**src/rtl/serial_sub_pkg.sv**
```systemverilog
// rtl/serial_sub_pkg.sv - shared FSM state type and counter-width helper for the serial subtractor
package serial_sub_pkg;

    typedef enum logic [1:0] {
        IDLE  = 2'd0,
        SHIFT = 2'd1,
        NEG   = 2'd2,
        DONE  = 2'd3
    } state_t;

    // Bit counter width: enough to count 0 .. width-1.
    function automatic int cnt_w(input int width);
        return (width < 2) ? 1 : $clog2(width);
    endfunction

endpackage

```
**src/rtl/serial_subtractor_fullsub.sv**
```systemverilog
// rtl/serial_subtractor_fullsub.sv - combinational one-bit full-subtractor cell
module fullsubtractor_module (
    input  logic x,
    input  logic y,
    input  logic bin,
    output logic d,
    output logic bout
);

    // Difference bit and borrow-out of x - y - bin.
    always_comb begin
        d    = x ^ y ^ bin;
        bout = (~x & y) | (~(x ^ y) & bin);
    end

endmodule

```
**src/rtl/serial_subtractor.sv**
```systemverilog
// rtl/serial_subtractor.sv - bit-serial unsigned a-b, LSB first; ABS_DIFF_EN makes diff = |a-b|
module serial_subtractor #(
    parameter int WIDTH = 8
) (
    input  logic             clk,
    input  logic             rst_n,
    input  logic             in_valid,
    output logic             in_ready,
    input  logic [WIDTH-1:0] a,
    input  logic [WIDTH-1:0] b,
    output logic             out_valid,
    input  logic             out_ready,
    output logic [WIDTH-1:0] diff,
    output logic             borrow
);
    import serial_sub_pkg::*;

    localparam int            CW   = cnt_w(WIDTH);
    localparam logic [CW-1:0] LAST = CW'(WIDTH - 1);

    state_t           state_q;
    logic [WIDTH-1:0] a_sr_q;
    logic [WIDTH-1:0] b_sr_q;
    logic [WIDTH-1:0] diff_q;
    logic             bin_q;
    logic             borrow_q;
    logic [CW-1:0]    cnt_q;
    logic             in_ready_q;
    logic             out_valid_q;

    logic cell_x;
    logic cell_y;
    logic cell_d;
    logic cell_bout;

    // Operand mux: the single cell subtracts the operand LSBs, or negates diff during NEG.
    always_comb begin
        cell_x = a_sr_q[0];
        cell_y = b_sr_q[0];
`ifdef ABS_DIFF_EN
        if (state_q == NEG) begin
            cell_x = 1'b0;
            cell_y = diff_q[0];
        end
`endif
    end

    fullsubtractor_module u_cell (
        .x    (cell_x),
        .y    (cell_y),
        .bin  (bin_q),
        .d    (cell_d),
        .bout (cell_bout)
    );

    // Control FSM and serial datapath; all outputs are registered here.
    always_ff @(posedge clk or negedge rst_n) begin
        if (!rst_n) begin
            state_q     <= IDLE;
            a_sr_q      <= '0;
            b_sr_q      <= '0;
            diff_q      <= '0;
            bin_q       <= 1'b0;
            borrow_q    <= 1'b0;
            cnt_q       <= '0;
            in_ready_q  <= 1'b1;
            out_valid_q <= 1'b0;
        end else begin
            case (state_q)
                IDLE: begin
                    if (in_valid) begin
                        a_sr_q     <= a;
                        b_sr_q     <= b;
                        bin_q      <= 1'b0;
                        borrow_q   <= 1'b0;
                        cnt_q      <= '0;
                        in_ready_q <= 1'b0;
                        state_q    <= SHIFT;
                    end
                end

                SHIFT: begin
                    diff_q <= {cell_d, diff_q[WIDTH-1:1]};
                    a_sr_q <= {1'b0, a_sr_q[WIDTH-1:1]};
                    b_sr_q <= {1'b0, b_sr_q[WIDTH-1:1]};
                    bin_q  <= cell_bout;
                    cnt_q  <= cnt_q + CW'(1);
                    if (cnt_q == LAST) begin
                        // Final borrow-out is the a<b flag; it survives the NEG pass.
                        borrow_q <= cell_bout;
                        cnt_q    <= '0;
`ifdef ABS_DIFF_EN
                        if (cell_bout) begin
                            bin_q   <= 1'b0;
                            state_q <= NEG;
                        end else begin
                            out_valid_q <= 1'b1;
                            state_q     <= DONE;
                        end
`else
                        out_valid_q <= 1'b1;
                        state_q     <= DONE;
`endif
                    end
                end

                NEG: begin
`ifdef ABS_DIFF_EN
                    diff_q <= {cell_d, diff_q[WIDTH-1:1]};
                    bin_q  <= cell_bout;
                    cnt_q  <= cnt_q + CW'(1);
                    if (cnt_q == LAST) begin
                        cnt_q       <= '0;
                        out_valid_q <= 1'b1;
                        state_q     <= DONE;
                    end
`else
                    in_ready_q <= 1'b1;
                    state_q    <= IDLE;
`endif
                end

                DONE: begin
                    if (out_ready) begin
                        out_valid_q <= 1'b0;
                        in_ready_q  <= 1'b1;
                        state_q     <= IDLE;
                    end
                end

                default: begin
                    out_valid_q <= 1'b0;
                    in_ready_q  <= 1'b1;
                    state_q     <= IDLE;
                end
            endcase
        end
    end

    assign in_ready  = in_ready_q;
    assign out_valid = out_valid_q;
    assign diff      = diff_q;
    assign borrow    = borrow_q;

endmodule

```
**config.mk**
```make
export PLATFORM = sky130hd
export DESIGN_NAME = serial_subtractor
export DESIGN_NICKNAME = d
export VERILOG_FILES = /design/src/rtl/serial_sub_pkg.sv /design/src/rtl/serial_subtractor_fullsub.sv /design/src/rtl/serial_subtractor.sv
export SDC_FILE = /design/constraint.sdc
export NUM_CORES = 1
export LEC_CHECK = 0
export BUFFER_PORTS_ARGS = -buffer_cell sky130_fd_sc_hd__buf_2
export CAP_MARGIN = 20
export CORE_MARGIN = 5
export CORE_UTILIZATION = 53
export DETAILED_ROUTE_END_ITERATION = 16
export MAX_ROUTING_LAYER = met4
export PLACE_DENSITY = 0.81
export SLEW_MARGIN = 30
export SYNTH_ARGS = -nofsm -noshare
export SYNTH_HDL_FRONTEND = slang
export SYNTH_SLANG_ARGS = --single-unit
```
**constraint.sdc**
```tcl
create_clock -name clk -period 1.8 [get_ports clk]
set_clock_uncertainty 0.1 [all_clocks]
set_input_delay 0.09 -clock clk [delete_from_list [all_inputs] [get_ports clk]]
set_output_delay 0.09 -clock clk [all_outputs]
set_load 0.02 [all_outputs]
```
# Word-level counts from Yosys, hierarchy flattened
# Cells that the tools add are included.
dict set report op_classes {
  addsub 1
  eq_ne 7
  n_mux 20
  bitwise 7
  n_reduce_logical 9
}
# operator n
set op_table {}
lappend op_table {{8-bit case mux with 2 select lines} 2}
lappend op_table {{8-bit 2-to-1 mux} 2}
lappend op_table {{3-bit AND reduction} 4}
lappend op_table {{2-bit case mux with 4 select lines} 1}
lappend op_table {{2-bit 2-to-1 mux} 3}
lappend op_table {{3-bit 2-to-1 mux} 2}
lappend op_table {{2-bit inequality test (second input constant)} 3}
lappend op_table {{1-bit case mux with 2 select lines} 3}
lappend op_table {{3-bit case mux with 2 select lines} 1}
lappend op_table {{1-bit 2-to-1 mux} 5}
lappend op_table {{2-bit == test (second input constant)} 2}
lappend op_table {{2-bit nonzero test} 2}
lappend op_table {{3-bit by 1-bit adder with 3-bit output (second input constant)} 1}
lappend op_table {{3-bit == test (second input constant)} 1}
lappend op_table {{1-bit case mux with 3 select lines} 1}
lappend op_table {{3-bit nonzero test} 1}
lappend op_table {{1-bit AND} 2}
lappend op_table {{2-bit by 1-bit == test with 1-bit output (second input constant)} 1}
lappend op_table {{2-bit logical NOT} 1}
lappend op_table {{1-bit inverter} 2}
lappend op_table {{2-bit AND reduction} 1}
lappend op_table {{1-bit bitwise XOR} 2}
lappend op_table {{1-bit OR} 1}
dict set report word_totals {
  register_bits 33
  in_bits 20
  out_inout_bits 11
  elab_cells 53
}

# Logic depth before layout (Yosys ltp)
# Gate-level depths: netlist of run 1.
dict set report logic_depth {
  depth_word 6
  ltp_mapped 5
  mapped_depth_nobuf 5
}

# By module
# From an unflattened synthesis of run 1, not the netlist that was laid out.
dict set report unflattened {
  cells_unflattened 136
  hier_area_um2 1507.7
}
# module instances cells_each area_per_inst_um2 seq_area_each_um2
set by_module_without_submodules {}
lappend by_module_without_submodules {serial_subtractor 1 132 1476.4 827.0}
lappend by_module_without_submodules {fullsubtractor_module 1 4 31.3 0.0}

# Worst setup path before layout of run 1
# OpenSTA, ideal clock, no wires.
dict set report synth_path {
  path_type {register to register}
  from {register b_sr_q[0]}
  to {register borrow_q (netlist: borrow)}
  setup_ns 0.121
  arrival_time_ns 1.106
  required_ns 1.579
  slack_ns 0.473
  stages_incl_launch_ff 5
  path_buffers 0
  synth_period_minus_slack_ns 1.327
  path_cell_list {dfrtp_1 fa_1 nand2_1 o22ai_1 a22o_1}
}
dict set report synth_between {
  elab_chain_len 6
  word_cells_on_any_way 7
  cone_classes {mux (2); bitwise (5)}
}
# item line
set synth_lines {}
lappend synth_lines {{from (decl)} serial_subtractor.sv:23} ;# logic [WIDTH-1:0] b_sr_q;
lappend synth_lines {{from (signal assigned)} serial_subtractor.sv:85} ;# b_sr_q <= {1'b0, b_sr_q[WIDTH-1:1]};
lappend synth_lines {{1-bit bitwise XOR} serial_subtractor_fullsub.sv:13} ;# bout = (~x & y) | (~(x ^ y) & bin);
lappend synth_lines {{1-bit inverter} serial_subtractor_fullsub.sv:13}
lappend synth_lines {{1-bit AND} serial_subtractor_fullsub.sv:13}
lappend synth_lines {{1-bit OR *} serial_subtractor_fullsub.sv:13}
lappend synth_lines {{1-bit 2-to-1 mux *} serial_subtractor.sv:88} ;# if (cnt_q == LAST) begin
lappend synth_lines {{1-bit case mux with 2 select lines *} serial_subtractor.sv:69} ;# case (state_q)
lappend synth_lines {{to (signal assigned)} serial_subtractor.sv:90} ;# borrow_q <= cell_bout;
lappend synth_lines {{to (decl)} serial_subtractor.sv:26} ;# logic borrow_q;
# Mark *: on every way between the ends. The rest lies on a longest branch, timed or not. The select of a mux whose other input is x is not followed.
# A chain may end at the register's enable or synchronous reset.

# Worst setup path in the final report of run 1
dict set report layout_path {
  from {register state_q[1]}
  to {register diff_q[3] (netlist: diff[3])}
}
dict set report layout_between {
  elab_chain_len 1
}
# item line
set layout_lines {}
lappend layout_lines {{from (decl)} serial_subtractor.sv:21} ;# state_t state_q;
lappend layout_lines {{from (signal assigned)} serial_subtractor.sv:59} ;# state_q <= IDLE;
lappend layout_lines {{from (signal assigned)} serial_subtractor.sv:78} ;# state_q <= SHIFT;
lappend layout_lines {{from (signal assigned)} serial_subtractor.sv:102} ;# state_q <= DONE;
lappend layout_lines {{2-bit by 1-bit == test with 1-bit output} serial_subtractor.sv:69}
lappend layout_lines {{to (signal assigned)} serial_subtractor.sv:83} ;# diff_q <= {cell_d, diff_q[WIDTH-1:1]};
lappend layout_lines {{to (decl)} serial_subtractor.sv:24} ;# logic [WIDTH-1:0] diff_q;
# Every way passes these cells.

==> results.md, run 1 <==
* Clk slew on worst S/H paths at 0.10 ns
* Cell Chain, Critical Path: nand2b_1 -> mux2_2
* MaxCap Viol Count at 0
* Vias per cell at 5.43
* CTS sink cnt at 33
* Synth Register Bits at 33
* Post-synth ARST share at 1.00
* Worst Hold Class: in2reg
* Pint at 2.17 mW
* Mapped cell area at 1490 um^2
* Area grow syn2layout at 24.3%
* Status: completed
* Clk Latency, worst-skew pair at 0.33 ns
* Cts-stage hold buffer count at 14
* Initial antenna violation count at 0
* DP Worst Slack at 0.321 ns
* Capturing point of the worst reg2reg path: diff[3]
* Fraction of layout cells with a size suffix above 1 at 0.318
* # H-tree levels at 2
* TritonCTS buffer count at 5
* Nets at 196
* WP data arrival at 1.60 ns
* Row cnt at 19
* CP required at 1.93 ns
* Total grt overflow at 0
* Antenna diodes at 0
* Worst path slowest cell: nand2b_1
* DR pass1 iterations at 4
* CTS Root Buffer Type: clkbuf_4
* Post-DR wirelength/cell at 14.2 um
* Resized Gates After CTS at 0
* Synthesis Warnings at 0
* Fill cells at 210
* Die height at 63.0 um
* Sequential share of the synthesized area at 0.555
* Final setup vio count at 0
* WL final at 2910 um
* Clock share of power at 0.167
* HPWL Detailed at 1980 um
* GRT Total Usage at 0.164
* Mapped Cells at 126
* Cell Pwr Density at 1830 nW/um^2
* Longest Clk Path Bufs at 2
* Via count at 1107
* Syn_nets at 150
* Setup repair bufs after CTS at 0
* Setup TNS Final at 0 ns
* Worst Reg-to-Reg Cells at 2
* Vias in the first global route at 1157
* CTS tree: built
* Unrepaired setup endpoints after global routing: false
* Hold EP: b_sr_q[6]
* Worst path top cell family by delay: simple AND/OR/NAND/NOR gates
* Static Leakage at 0.864 nW
* Fin util at 0.678
* PortBufs at 30
* Crit path kind: reg2reg
* Startpoint types: flop
* Largest net degree at the start of global routing at 34
* Worst-path fanout max at 15
* Chip Width at 63.0 um
* Max IR drop VDD at 1.29 mV
* Slew Limit Fails at 0
* CP peak stage delay at 0.51 ns
* CP Buf/Inv Count at 0
* Routability cong. at 0.742
* Drt drc at 0
* Slew margin rel. at 0.526
* Top FF cell, synth: dfrtp_1
* Placeable Area at 2730 um^2
* Final Hold Vio Count at 0
* Hold depth at 3
* Sequential share of power at 0.390
* Flop2flop setup slack at 0.33 ns
* Period utilisation layout at 0.814
* Worst Tran Pin Value at 0.710 ns
* 1st-iter DRT viols at 55
* Hold wc startpoint: b[6]
* Synth unique cells at 27
* First-pass GRT wire length at 5020 um
* F_max at 682 MHz
* FF-to-FF Start: state_q[1]
* I/O pin cnt at 31
* Sw power at 1.22 mW
* Syn avg cell area at 11.8 um^2
* Combinational share of power at 0.443
* Total power at 3.39 mW
* Number of flops mapped to enable cells by yosys at 0
* Die area at 3970 um^2
* Most common cell after layout, fill and taps aside: dfrtp_1
* Switching share of power at 0.361
* Most frequent cells in the layout: dfrtp_1, buf_2, nor2_1, dlygate4sd3_1
* Final min period at 1.47 ns
* Initial core utilization at 0.545
* ANT nets after route at 0
* Setup crit end kind: flop
* Final WS setup at 0.334 ns
==> tightest hold or removal path: stages <==
cell      delay (ns)
buf_2           0.08
nand3b_1        0.10
o221a_2         0.16
==> power by group through the flow <==
| stage | combinational (mW) | sequential [mW] | clock [mW] |
|---|---|---|---|
| 6_report | 1.50 | 1.32 | 0.567 |
| 5_1_grt | 1.67 | 1.38 | 0.617 |
| 4_1_cts | 1.52 | 1.32 | 0.588 |
| 3_5_place_dp | 1.50 | 1.33 | 0 |
| 3_3_place_gp | 1.43 | 1.32 | 0 |
| 2_1_floorplan | 1.07 | 1.45 | 0 |
==> registers in the layout, indices dropped and copies added, names as in the netlist <==
register and cells:
diff 8, bin_q 1, cnt_q 3, state_q 2, in_ready 1, b_sr_q 8, out_valid 1, a_sr_q 8
borrow 1
==> final cells by class <==
cell class / instances / area, um^2 / area share
clock buffers: 7 / 55.1 / 0.0297
clock inverters: 1 / 30.0 / 0.0162
inverters: 5 / 18.8 / 0.0101
multi-input cells: 80 / 571 / 0.308
flip-flops and latches: 33 / 827 / 0.446
well taps: 31 / 38.8 / 0.0209
repair buffers: 47 / 313 / 0.169
==> logic make-up (layout without fill, tap and decap cells) <==
group | Yosys count | in the layout | synth area share
AOI/OAI and AO/OA | 39 | 39 | 0.191
adders and majority gates | 4 | 4 | 0.0386
buffers and inverters | 13 | 60 | 0.0621
DFF | 33 | 33 | 0.555
muxes | 7 | 7 | 0.0579
and+or+nand+nor | 30 | 30 | 0.0949
==> layer usage <==
layer	vias to the layer above	wire length [um]	track usage
met5	-	0	-
met4	0	52	0.0769
met3	6	177	0.0486
met2	29	1430	0.256
met1	527	1250	0.194
li1	545	-	-
==> through the flow <==
stage               std cells  area (um^2)  hold slack (ns)
floorplan                 126         1490           -0.306
global placement          182         1630           0.0705
detailed placement        182         1630           0.0803
CTS                       204         1850          0.00653
global route              204         1850          0.00905
finish                    204         1850           0.0232
==> worst max-delay path by stage <==
stage,start,end,depth (start not counted)
final,state_q[1],diff[3],2
after global routing,state_q[1],diff[4],2
after global placement,state_q[1],diff[0],2
after detailed placement,state_q[1],diff[3],2
after CTS,state_q[1],diff[3],2
after floorplan,b_sr_q[0],borrow,4
==> synth_stat cells, drive strengths merged, types with 2 or more instances <==
| cell type | instances | area share |
|---|---|---|
| nand3b | 5 | 0.025 |
| nor2 | 14 | 0.035 |
| buf | 8 | 0.050 |
| a21oi | 10 | 0.034 |
| nand2 | 7 | 0.018 |
| a32o | 2 | 0.013 |
| inv | 4 | 0.010 |
| a22o | 3 | 0.018 |
| ha | 3 | 0.025 |
| o22ai | 10 | 0.042 |
| o221a | 5 | 0.038 |
| dfrtp | 32 | 0.54 |
| nand2b | 3 | 0.013 |
| o21ai | 4 | 0.013 |
| mux2 | 7 | 0.058 |
Note: power is estimated with default switching activity, not from simulation.
==> run 2: changes to the inputs <==
CORE_UTILIZATION = 48   (was 53)
PLACE_DENSITY = 0.77   (was 0.81)
clock period = 1.3 ns   (was 1.8 ns; I/O delays follow)
==> results.md, run 2 (synthesis gave the netlist of run 1 again) <==
* TritonCTS buffer count at 5 (unchanged)
* CTS Root Buffer Type: clkbuf_4
* Die area at 4320 um^2 (+8.7%)
* Setup crit end kind: flop
* Period utilisation layout at 1.02 (+0.208)
* Sw power at 1.84 mW (+50%)
* DP Worst Slack at -0.0589 ns (-0.380 ns)
* PortBufs at 30 (unchanged)
* Drt drc at 0 (unchanged)
* Nets at 209 (+6.6%)
* GRT Total Usage at 0.178 (+0.0139)
* CP required at 1.43 ns (-0.50 ns)
* Startpoint types: flop
* Antenna diodes at 0 (unchanged)
* Most frequent cells in the layout: dfrtp_1, buf_2, dlygate4sd3_1
* WP data arrival at 1.46 ns (-0.14 ns)
* DR pass1 iterations at 4 (unchanged)
* Final min period at 1.33 ns (-0.136 ns)
* Slew Limit Fails at 0 (unchanged)
* 1st-iter DRT viols at 68 (+24%)
* Longest Clk Path Bufs at 2 (unchanged)
* Initial core utilization at 0.492 (-0.0529)
* Vias in the first global route at 1230 (+6.3%)
* # H-tree levels at 2 (unchanged)
* Design area at 2030 um^2 (+9.5%)
* Chip Width at 65.7 um (+4.3%)
* WL final at 3330 um (+14%)
* First-pass GRT wire length at 5600 um (+11%)
* Slew margin rel. at 0.726 (+0.199)
* Initial antenna violation count at 0 (unchanged)
* Sequential share of power at 0.364 (-0.026)
* Placeable Area at 3030 um^2 (+11%)
* Unrepaired setup endpoints after global routing: true
* Worst Hold Margin at 0.0163 ns (-0.00689 ns)
* CTS tree: built
* Area grow syn2layout at 36.1%
* Clk Latency, worst-skew pair at 0.34 ns (about the same)
* Crit path kind: reg2reg
* Worst Hold Class: in2reg
* Final setup vio count at 1 (+1)
* F_max at 752 MHz (+10%)
* Most common cell after layout, fill and taps aside: dfrtp_1
* MaxCap Viol Count at 0 (unchanged)
* ANT nets after route at 0 (unchanged)
* Row cnt at 20 (+1)
* Largest net degree at the start of global routing at 34 (unchanged)
* Die height at 65.7 um (+4.3%)
* Placed cell area at 1710 um^2 (+5.1%)
* Fraction of layout cells with a size suffix above 1 at 0.392 (+0.0746)
* CTS sink cnt at 33 (unchanged)
* Max IR drop VDD at 1.13 mV (-12%)
* Total grt overflow at 0 (unchanged)
* Vias per cell at 5.22 (-3.8%)
* Failing checks: setup timing
* Status: finished with violations
* Pint at 3.30 mW (+52%)
* Via count at 1201 (+8.5%)
* I/O pin cnt at 31 (unchanged)
* Worst-path fanout max at 2 (-13)
* Final Hold Vio Count at 0 (unchanged)
* Routability cong. at 0.712 (-4.0%)
* Post-placement cell count at 202 (+11%)
* Combinational share of power at 0.481 (+0.038)
* Cell Pwr Density at 2540 nW/um^2 (+39%)
* Final std cells w/o fill at 230 (+13%)
* Worst Tran Pin Value at 0.412 ns (-0.299 ns)
* Final WS setup at -0.0292 ns (-0.364 ns)
* Switching share of power at 0.358 (-0.00287)
* Post-DR wirelength/cell at 14.5 um (+1.5%)
* Clk slew on worst S/H paths at 0.09 ns (about the same)
* Clock share of power at 0.156 (-0.011)
* Static Leakage at 0.932 nW (+7.9%)
* HPWL Detailed at 2180 um (+10%)
## run 2: changes by cell type in the layout (fill, tap and decap cells not counted), moves of 2 or more
cell	change
buf_4	+7
dlygate4sd3_1	+3
ha_1	-2
ha_2	+2
nand2b_1	-2
buf_6	+2
## run 2: critical path, cell delays in order (launching register included)
cell	delay, ns
dfrtp_1	0.41
fa_2	0.40
nand2_1	0.07
o22ai_1	0.07
a22o_1	0.18
## run 2: cell type report
type                    count  area, um^2
clock buffers               7        55.1
clock inverters             1        30.0
fillers                   223        1000
inverters                   5        18.8
multi-input cells          80         603
flip-flops and latches     33         828
well taps                  44        55.1
repair buffers             60         438
## run 2: repair_timing
item / 4_1_cts / 5_1_grt
pin swaps: 2 / 0
resized for setup: 7 / 4
endpoints found under the setup margin: 22 / 16
buffers inserted: 2 / 1
endpoints found under the hold margin: 51 / 0
hold buffers: 17 / 0
## run 2: power by group through the flow
stage | Combinational (mW) | Sequential, mW | Clock, mW
after CTS | 2.42 | 1.87 | 0.808
final | 2.47 | 1.87 | 0.800
after global routing | 2.71 | 1.94 | 0.875
after floorplan | 1.49 | 2.01 | 0
after detailed placement | 2.27 | 1.87 | 0
after global placement | 2.16 | 1.84 | 0
## run 2: path summary, 6_finish.rpt
path,depth (start not counted),to,slack [ns],start
max in group asynchronous,3,in_ready,0.59,rst_n
setup / recovery,4,borrow,-0.03,bin_q
setup reg to reg,4,borrow,-0.03,bin_q
min in group asynchronous,3,a_sr_q[0],0.18,rst_n
hold / removal,3,b_sr_q[0],0.02,b[0]
hold reg to reg,1,a_sr_q[7],0.41,a_sr_q[7]
## run 2: per-layer routing
| metal | up-vias | global-route usage | routed length [um] |
|---|---|---|---|
| met5 | - | - | 0 |
| met4 | 0 | 0.0777 | 71 |
| met3 | 11 | 0.0410 | 162 |
| met2 | 36 | 0.300 | 1710 |
| met1 | 583 | 0.202 | 1380 |
| li1 | 571 | - | - |
## run 2: stage by stage
| stage | TNS (ns) | total power, mW | util |
|---|---|---|---|
| CTS | -0.0312 | 5.09 | 0.664 |
| floorplan | 0 | 3.50 | - |
| detailed placement | -0.306 | 4.14 | 0.565 |
| global placement | -0.00231 | 4.00 | 0.565 |
| finish | -0.0292 | 5.14 | 0.670 |
| global route | -0.430 | 5.52 | 0.670 |
==> run 3: changes to the inputs <==
--- a/config.mk
+++ b/config.mk
@@ -13,5 +13,5 @@
 export MAX_ROUTING_LAYER = met4
 export PLACE_DENSITY = 0.77
-export SLEW_MARGIN = 30
+export SLEW_MARGIN = 20
 export SYNTH_ARGS = -nofsm -noshare
 export SYNTH_HDL_FRONTEND = slang
==> constraint.sdc (replaced) <==
create_clock -name clk -period 1.3 [get_ports clk]
set_clock_uncertainty 0.1 [all_clocks]
set_input_delay 0.13 -clock clk [delete_from_list [all_inputs] [get_ports clk]]
set_output_delay 0.13 -clock clk [all_outputs]
set_load 0.02 [all_outputs]
==> results.md, run 3 (synthesis gave the netlist of run 1 again) <==
* ANT nets after route at 0 (unchanged)
* Chip Width at 65.7 um (unchanged)
* Final setup vio count at 1 (unchanged)
* Worst Tran Pin Value at 0.417 ns (+0.00522 ns)
* CP peak stage delay at 0.42 ns (about the same)
* Vias per cell at 5.25 (+0.54%)
* Sw power at 1.86 mW (+1.2%)
* Cell Pwr Density at 2650 nW/um^2 (+4.3%)
* Clk slew on worst S/H paths at 0.10 ns (about the same)
* Row cnt at 20 (unchanged)
* Top layer used by detailed routing: met4
* FF+latch area at 828 um^2 (unchanged)
* Fraction of layout cells with a size suffix above 1 at 0.406 (+0.0131)
* WP data arrival at 1.46 ns (about the same)
* Initial antenna violation count at 0 (unchanged)
* Largest net degree at the start of global routing at 34 (unchanged)
* TritonCTS buffer count at 5 (unchanged)
* First-pass GRT wire length at 5500 um (-1.7%)
* DR pass1 iterations at 4 (unchanged)
* Initial core utilization at 0.492 (unchanged)
* CP Launch Point: bin_q
* Cell Chain, Critical Path: fa_2 -> nand2_1 -> o22ai_1 -> a22o_1
* CP required at 1.43 ns (about the same)
* I/O pin cnt at 31 (unchanged)
* Antenna diodes at 0 (unchanged)
* Final min period at 1.33 ns (+0.00397 ns)
* Startpoint types: flop
* Worst Hold Class: in2reg
* Drt drc at 0 (unchanged)
* Status: finished with violations
* WL met1 at 1360 um (-1.6%)
* Post-placement cell count at 202 (unchanged)
* Sequential share of power at 0.355 (-0.009)
* FF-to-FF Start: bin_q
* Longest Clk Path Bufs at 2 (unchanged)
* Setup TNS Final at -0.0331 ns (-0.00397 ns)
* Fill cells at 228 (+2.2%)
* CTS Root Buffer Type: clkbuf_4
* # H-tree levels at 2 (unchanged)
* Critical Path End: borrow
* Nets at 203 (-2.9%)
* Met2 wire len at 1600 um (-6.2%)
* Final Hold Vio Count at 0 (unchanged)
* Flop2flop setup slack at -0.03 ns (about the same)
* Worst Hold Margin at 0.00585 ns (-0.0104 ns)
* Switching share of power at 0.354 (-0.00434)
* HPWL Detailed at 2180 um (unchanged)
* Final WS setup at -0.0331 ns (-0.00397 ns)
* Most common cell after layout, fill and taps aside: dfrtp_1
* Static Leakage at 0.923 nW (-1.0%)
* Crit path kind: reg2reg
* Pint at 3.40 mW (+3.1%)
* MaxCap Viol Count at 0 (unchanged)
* Most frequent cells in the layout: dfrtp_1, buf_2, nor2_1
* Area grow syn2layout at 33.6%
* PortBufs at 30 (unchanged)
* Post-DR wirelength/cell at 14.4 um (-0.66%)
* Area of the multi-input gates at 608 um^2 (+0.83%)
* CTS tree: built
* Worst path slowest cell: dfrtp_1
* Clk Latency, worst-skew pair at 0.34 ns (about the same)
* Period utilisation layout at 1.03 (+0.00305)
* Placeable Area at 3030 um^2 (unchanged)
* F_max at 750 MHz (-0.30%)
* GRT Total Usage at 0.174 (-0.00411)
* Setup crit end kind: flop
* WL final at 3220 um (-3.2%)
* Vias in the first global route at 1222 (-0.65%)
* Via count at 1176 (-2.1%)
* Routability cong. at 0.712 (unchanged)
* Failing checks: setup timing
* Total grt overflow at 0 (unchanged)
* Worst-path fanout max at 2 (unchanged)
* Met3 wire length at 189 um (+17%)
* Die area at 4320 um^2 (unchanged)
* CTS sink cnt at 33 (unchanged)
* Worst Reg-to-Reg Cells at 4 (unchanged)
* Capturing point of the worst reg2reg path: borrow
* Slew Limit Fails at 0 (unchanged)
* Die height at 65.7 um (unchanged)
* Final std cells w/o fill at 224 (-2.6%)
* 1st-iter DRT viols at 62 (-8.8%)
* Clock share of power at 0.152 (-0.004)
* Max IR drop VDD at 1.22 mV (+8.1%)
* Unrepaired setup endpoints after global routing: true
* Slew margin rel. at 0.722 (-0.00348)
* Combinational share of power at 0.493 (+0.012)
[run 3: worst max-delay path, delay by kind of cell (launching register included)]
family,cells,cell delay [ns]
AO/OA/AOI/OAI,2,0.25
adder cells (fa/ha/maj),1,0.40
flip-flops,1,0.42
AND/OR/NAND/NOR,1,0.07
[run 3: timing repair]
action                                  CTS  global route
endpoints found under the setup margin   22            18
cloned                                    0             1
pin swaps                                 2             0
setup buffers                             2             1
endpoints found under the hold margin    42             0
hold buffers                             10             0
gates resized for setup                   7             6
[run 3: worst min-delay path by stage]
stage	startpoint	endpoint	slack [ns]	depth (start not counted)
floorplan	rst_n	a_sr_q[0]	-0.27	0
global placement	rst_n	diff[6]	0.07	2
detailed placement	rst_n	diff[4]	0.08	2
CTS	a[6]	a_sr_q[6]	0.006	3
global route	a[6]	a_sr_q[6]	0.006	3
finish	a[6]	a_sr_q[6]	0.006	3
[run 3: layout make-up]
cell class | count | area share
sequential | 33 | 0.416
multi-input combinational | 80 | 0.305
timing repair buffer | 54 | 0.199
clock buffer | 7 | 0.0277
tap | 44 | 0.0277
clock inverter | 1 | 0.0151
inverter | 5 | 0.00943
[run 3: metal layers]
layer | vias to the layer above | track usage
met2 | 40 | 0.285
met1 | 569 | 0.201
met3 | 7 | 0.0427
li1 | 560 | -
met4 | 0 | 0.0803
met5 | - | -
[run 3: stage by stage]
step	cell area (um^2)	setup slack, ns	total power [mW]	util
after floorplan	1490	0.0131	3.50	-
after global placement	1710	-0.00231	4.00	0.565
after detailed placement	1710	-0.0589	4.14	0.565
after CTS	1940	-0.0312	5.08	0.640
after global routing	1990	-0.0931	5.65	0.657
final	1990	-0.0331	5.27	0.657
[run 3: power by group through the flow]
| stage | Combinational, mW | Clock (mW) | Sequential, mW |
|---|---|---|---|
| final | 2.60 | 0.802 | 1.87 |
| after global routing | 2.84 | 0.875 | 1.94 |
| after CTS | 2.40 | 0.808 | 1.87 |
| after detailed placement | 2.27 | 0 | 1.87 |
| after global placement | 2.16 | 0 | 1.84 |
| after floorplan | 1.49 | 0 | 2.01 |
